===== src/rtl/expr_share_arb.sv =====
// Two-requester arbiter time-sharing one combinational expression datapath.
// Optional feature: define EXPR_SHARE_ARB_CHKSUM_EN to add the resp_chk checksum output.
module expr_share_arb #(
    parameter int LAT = 1
) (
    input  logic        clk,
    input  logic        rst_n,
    input  logic [1:0]  req_valid,
    output logic [1:0]  req_ready,
    input  logic [59:0] req_ops0,
    input  logic [59:0] req_ops1,
    output logic [59:0] dp_ops,
    input  logic [89:0] dp_y,
    output logic [1:0]  resp_valid,
    input  logic [1:0]  resp_ready,
    output logic [89:0] resp_y,
    output logic        busy
`ifdef EXPR_SHARE_ARB_CHKSUM_EN
    ,
    output logic [7:0]  resp_chk
`endif
);

    typedef enum logic [1:0] {
        IDLE   = 2'd0,
        SETTLE = 2'd1,
        RESP   = 2'd2
    } state_t;

    localparam logic [1:0] CNT_INIT = 2'(LAT - 1);

    state_t      state_q;
    logic [1:0]  cnt_q;
    logic        last_grant_q;
    logic        owner_q;
    logic [59:0] dp_ops_q;
    logic [89:0] resp_y_q;
    logic [1:0]  resp_valid_q;

    logic        grantIdx;
    logic        anyReq;
    logic        respDone;

    assign anyReq   = |req_valid;
    assign respDone = |(resp_valid_q & resp_ready);

    // On a tie the requester that did not win last time gets the datapath.
    always_comb begin
        grantIdx = 1'b0;
        if (req_valid == 2'b11) begin
            grantIdx = ~last_grant_q;
        end else if (req_valid == 2'b10) begin
            grantIdx = 1'b1;
        end
    end

    always_comb begin
        req_ready = 2'b00;
        if (rst_n && (state_q == IDLE) && anyReq) begin
            req_ready = grantIdx ? 2'b10 : 2'b01;
        end
    end

`ifdef EXPR_SHARE_ARB_CHKSUM_EN
    logic [7:0] chk_d;
    logic [7:0] chk_q;

    always_comb begin
        chk_d = {6'b000000, dp_y[89:88]};
        for (int i = 0; i < 11; i++) begin
            chk_d = chk_d ^ dp_y[i*8 +: 8];
        end
    end

    assign resp_chk = chk_q;
`endif

    always_ff @(posedge clk) begin
        if (!rst_n) begin
            state_q      <= IDLE;
            cnt_q        <= 2'd0;
            last_grant_q <= 1'b1;
            owner_q      <= 1'b0;
            dp_ops_q     <= '0;
            resp_y_q     <= '0;
            resp_valid_q <= 2'b00;
`ifdef EXPR_SHARE_ARB_CHKSUM_EN
            chk_q        <= 8'h00;
`endif
        end else begin
            case (state_q)
                IDLE: begin
                    if (anyReq) begin
                        owner_q      <= grantIdx;
                        last_grant_q <= grantIdx;
                        dp_ops_q     <= grantIdx ? req_ops1 : req_ops0;
                        cnt_q        <= CNT_INIT;
                        state_q      <= SETTLE;
                    end
                end
                SETTLE: begin
                    if (cnt_q == 2'd0) begin
                        resp_y_q     <= dp_y;
                        resp_valid_q <= owner_q ? 2'b10 : 2'b01;
                        state_q      <= RESP;
`ifdef EXPR_SHARE_ARB_CHKSUM_EN
                        chk_q        <= chk_d;
`endif
                    end else begin
                        cnt_q <= cnt_q - 2'd1;
                    end
                end
                RESP: begin
                    // Only the owner's resp_ready can complete the handshake.
                    if (respDone) begin
                        resp_valid_q <= 2'b00;
                        state_q      <= IDLE;
                    end
                end
                default: begin
                    state_q      <= IDLE;
                    resp_valid_q <= 2'b00;
                end
            endcase
        end
    end

    assign dp_ops     = dp_ops_q;
    assign resp_y     = resp_y_q;
    assign resp_valid = resp_valid_q;
    assign busy       = (state_q != IDLE);

endmodule


===== config.mk =====
export PLATFORM = sky130hd
export DESIGN_NAME = expr_share_arb
export DESIGN_NICKNAME = d
export VERILOG_FILES = /design/src/rtl/expr_share_arb.sv
export SDC_FILE = /design/constraint.sdc
export NUM_CORES = 1
export LEC_CHECK = 0
export CORE_MARGIN = 10
export CORE_UTILIZATION = 39
export CTS_BUF_LIST = sky130_fd_sc_hd__clkbuf_8
export DETAILED_ROUTE_END_ITERATION = 7
export PLACE_DENSITY_LB_ADDON = 0.1
export SLEW_MARGIN = 5
export SYNTH_ARGS = -nofsm -noshare
export SYNTH_HDL_FRONTEND = slang
export SYNTH_SLANG_ARGS = --single-unit
export TNS_END_PERCENT = 10

===== constraint.sdc =====
create_clock -name clk -period 1.8 [get_ports clk]
set_clock_uncertainty 0.1 [all_clocks]
set_input_delay 0.36 -clock clk [delete_from_list [all_inputs] [get_ports clk]]
set_output_delay 0.36 -clock clk [all_outputs]
set_load 0.02 [all_outputs]

* After elaboration in Yosys (flattened, before gate mapping)
Cells that the tools add are included.
Cells by class: $add $sub $neg 1, equal/unequal tests 8, multiplexer cells 15, bitwise operators 3, reduce and logical (&&, ||, !) cells 13
Operators with widths (count):
- $mux 60 | 1
- $mux 2 | 9
- $pmux 2 s3 | 2
- $reduce_and 3->1 | 3
- $ne 2x2->1 const B | 4
- $eq 2x2->1 const B | 3
- $logic_not 2->1 | 2
- $pmux 2 s2 | 1
- $reduce_and 2->1 | 2
- $reduce_bool 2->1 | 2
- $reduce_or 2->1 | 2
- $and 2x2->2 | 1
- $eq 2x1->1 const B | 1
- $logic_and 1x1->1 | 2
- $mux 1 | 2
- $not 1->1 | 2
- $sub 2x1->2 const B | 1
Storage, ports and cells: bits in registers 158, output and inout port bits 155

* Logic depth before layout (Yosys ltp)
depth in word-level cells 5, gate-level depth with buffers 7

* Least setup slack after synthesis
Ideal clock, no wire load.
kind input to output, from input port req_valid[1], to output port req_ready[1], arrival time 1.568 ns, slack -0.228 ns, stages on the path 4, path buffers 2, path through a21bo_2 > buf_2 > buf_2 > nor4_1
On the way: word-level cells in the longest chain between the ends 5
RTL lines:
- from (decl) | line 8 | input logic [1:0] req_valid,
- $eq 2x2->1 | line 52 | end else if (req_valid == 2'b10) begin
- $mux 1 | line 52
- $mux 1 | line 50 | if (req_valid == 2'b11) begin
- $mux 2 | line 60 | req_ready = grantIdx ? 2'b10 : 2'b01;
- $mux 2 * | line 59 | if (rst_n && (state_q == IDLE) && anyReq) begin
- to (decl) | line 9 | output logic [1:0] req_ready,
Every way passes the cells marked *; elsewhere a longest branch is shown, timed or not.

* Worst setup path in the final report
from register last_grant_q, to output port req_ready[1]
On the way: word-level cells in the longest chain between the ends 4
RTL lines:
- from (decl) | line 34 | logic last_grant_q;
- from (signal assigned) | line 95 | last_grant_q <= grantIdx;
- $not 1->1 | line 51 | grantIdx = ~last_grant_q;
- $mux 1 | line 50
- $mux 2 | line 60
- $mux 2 | line 59
No other way between the ends.

==> impl_results.md <==
- Outcome: finished, violations left
- Failing checks: setup timing
- Largest cells by area after synthesis: dfxtp_1 (50%), nand2_1 (18%), a21oi_1 (12%), a311oi_1 (6.7%), buf_2 (3.0%)
- First-pass GRT wire length: 37920 µm
- Setup TNS: -0.1361 ns
- Commonest non-fill, non-tap cells in the layout: nand2_1 (304), clkdlybuf4s50_1 (212), dfxtp_1 (156), a21oi_1 (154), dlygate4sd2_1 (154)
- Most used DFF post-synth: dfxtp_1
- Synth area leader: dfxtp_1
- R2R depth: 4
- Die area: 0.02161 mm²
- Reg-to-Reg End: dp_ops[47]
- Critical path class: reg2out
- I/O Buffers: 370
- GP Congestion: 0.7687
- Fin. Hold Viols: 0
- Tcrit/Tclk final: 104.8%
- Fillers: 1413
- Fmax achieved: 0.5304 GHz
- Remaining global-route overflow: 0
- Worst-Margin Slew: 0.6367 ns
- # Max-Cap Violations: 0
- Final worst setup slack: -0.08551 ns
- Critical R2R Launch: last_grant_q
- Worst hold-check path type: in2reg
- Final Cell Area: 0.01043 mm²
- Via density: 4.954
- Die H: 147.0 µm
- CTS clk-pin slew, worst paths: 0.08 ns
- Pin count of the biggest net entering global routing: 70
- DP Wirelength: 18530 µm
- Hold EP: last_grant_q
- Antenna Nets Post-Route: 0
- CTS Buf Count: 17
- RSZ-0062 raised after global routing: true
- Share of cells above drive strength 1: 6.966%
- Syn Area/Cell: 8.065 µm²
- Max-slew headroom: 57.55%
- Area of the multi-input gates: 0.002803 mm²
- Synth async-reset ratio: 0%
- CTS tree: yes
- Post-synth EDFFs: 0
- Yosys warns: 0
- Detailed Routing Iterations Pass 1: 4
- Core Util, Final: 65.91%
- Fin. max-slew vios: 0
- Syn nets: 997
- WL/cell: 18.92 µm
- R2R Setup Slk: 0.09 ns
- Vias in the first global route: 6485
- CTS max path bufs: 2
- Register area share after synthesis: 50.28%
- Core box area: 0.01583 mm²
- Placed cell area: 0.01014 mm²
- Synth Instances: 780
- Yosys cell types: 32
- Most common cell after layout, fill and taps aside: nand2_1
- Site Rows: 46
- Area Overhead vs Synth: 65.83%
- Clk_lat worst skew: 0.44 ns
- Final setup violation count: 2
- Pleak: 4.497 nW
- Inst Count DP: 1318
- Startpoint types: flip-flop
- Top-Level Pins: 371
- Die X-Extent: 147.0 µm
- Hold path startpoint: rst_n
- FF+latch area: 0.003166 mm²
- Initial Utilization: 39.75%
- Flops & latches, synth: 158
- H-tree levels: 4
- CTS root buffer: clkbuf_8
- Total Routing Usage GR: 22.23%
- Yosys top cell area share: 50.28%
- Max FO, Critical Path: 3
- CP Capture Type: primary output
- Syn Std Cell Area: 0.006291 mm²
- Antenna violations before repair: 1
- Crit path DAT: 1.43 ns
- WP data required: 1.34 ns
- Max IR drop VDD: 0.4553 mV
- Nets: 1340
- Design Power: 9.516 mW
- Post-Layout Cell Count: 1353
- DR iter-0 viols: 365
- Remaining DRCs: 0
- Clock Sinks: 158
- Pwr/cell area: 912.1 mW/mm²
- Vias: 6703
- Final WL: 25600 µm
- Hold Path Depth: 3
- Min Tclk post-route: 1.886 ns
[worst max path at each step]
| stage | cells past startpoint | end | from | slack, ns |
|---|---|---|---|---|
| after floorplan | 4 | req_ready[1] | req_valid[1] | -0.01 |
| after global placement | 6 | dp_ops[33] | req_valid[0] | -0.66 |
| after detailed placement | 6 | dp_ops[33] | req_valid[0] | -0.69 |
| after CTS | 3 | req_ready[1] | last_grant_q | -0.15 |
| after global routing | 3 | req_ready[1] | last_grant_q | -0.16 |
| final | 3 | req_ready[1] | last_grant_q | -0.09 |
[final cells by class]
cell class              instances  area share [%]
repair buffers                392           35.75
flip-flops and latches        158           30.34
multi-input cells             550           26.86
well taps                     216           2.591
clock buffers                  19           2.507
clock inverters                11           1.679
inverters                       4          0.1919
diodes                          3         0.07196
[synth_stat cells (2+ instances only)]
library cell,count
inv_1,3
a311oi_2,12
dfxtp_1,158
nor2_1,3
nand2_1,304
buf_4,2
buf_6,6
nand3_1,4
buf_2,38
a311oi_1,48
o21ai_0,3
a21oi_1,154
clkbuf_1,24
nor2b_1,2
nor4_1,2
[power breakdown]
group          switching [mW]  internal, mW  total [mW]  leakage (nW)
clock network            1.26          1.69        2.95         0.236
logic                    1.46          1.12        2.58          2.96
registers               0.157          3.83        3.99          1.30
[kinds of logic after synthesis]
kind of cell    synth area share [%]
fa+ha+maj                     0.1989
buf+inv                        6.006
flops                          50.28
simple gates                   20.39
mux                           0.1591
compound gates                 22.97
[worst max-delay path, stage by stage (launching register included)]
cell,delay (ns)
dfxtp_2,0.35
a21bo_2,0.21
nor4_2,0.24
buf_4,0.18
[sequential cells by signal, summed over array words and instances (netlist names)]
signal / cells
cnt_q: 2
resp_y: 90
dp_ops: 60
resp_valid: 2
state_q: 2
owner_q: 1
last_grant_q: 1
[metal layers]
metal	routed length, µm	global-route usage [%]	vias to the layer above	part of all wire (%)
met2	12540	37.91	265	49
met3	2423	9.029	33	9.5
met5	0	0	-	0
met4	569	7.681	0	2.2
li1	-	-	3343	-
met1	10070	24.54	3062	39
[through the flow]
step / worst slack (ns) / hold slack (ns)
detailed placement: -0.6929 / 0.3453
global route: -0.1647 / 0.2289
global placement: -0.6578 / 0.3409
floorplan: -0.01209 / 0.3318
CTS: -0.1456 / 0.3265
finish: -0.08551 / 0.2329
[repair_timing]
action | 4_1_cts | 5_1_grt
hold buffers | 0 | 0
setup buffers | 0 | 0
endpoints found under the setup margin | 243 | 49
gates cloned | 1 | 1
pin swaps | 2 | 2
gates resized for setup | 172 | 7
(Power assumes the default switching activity.)
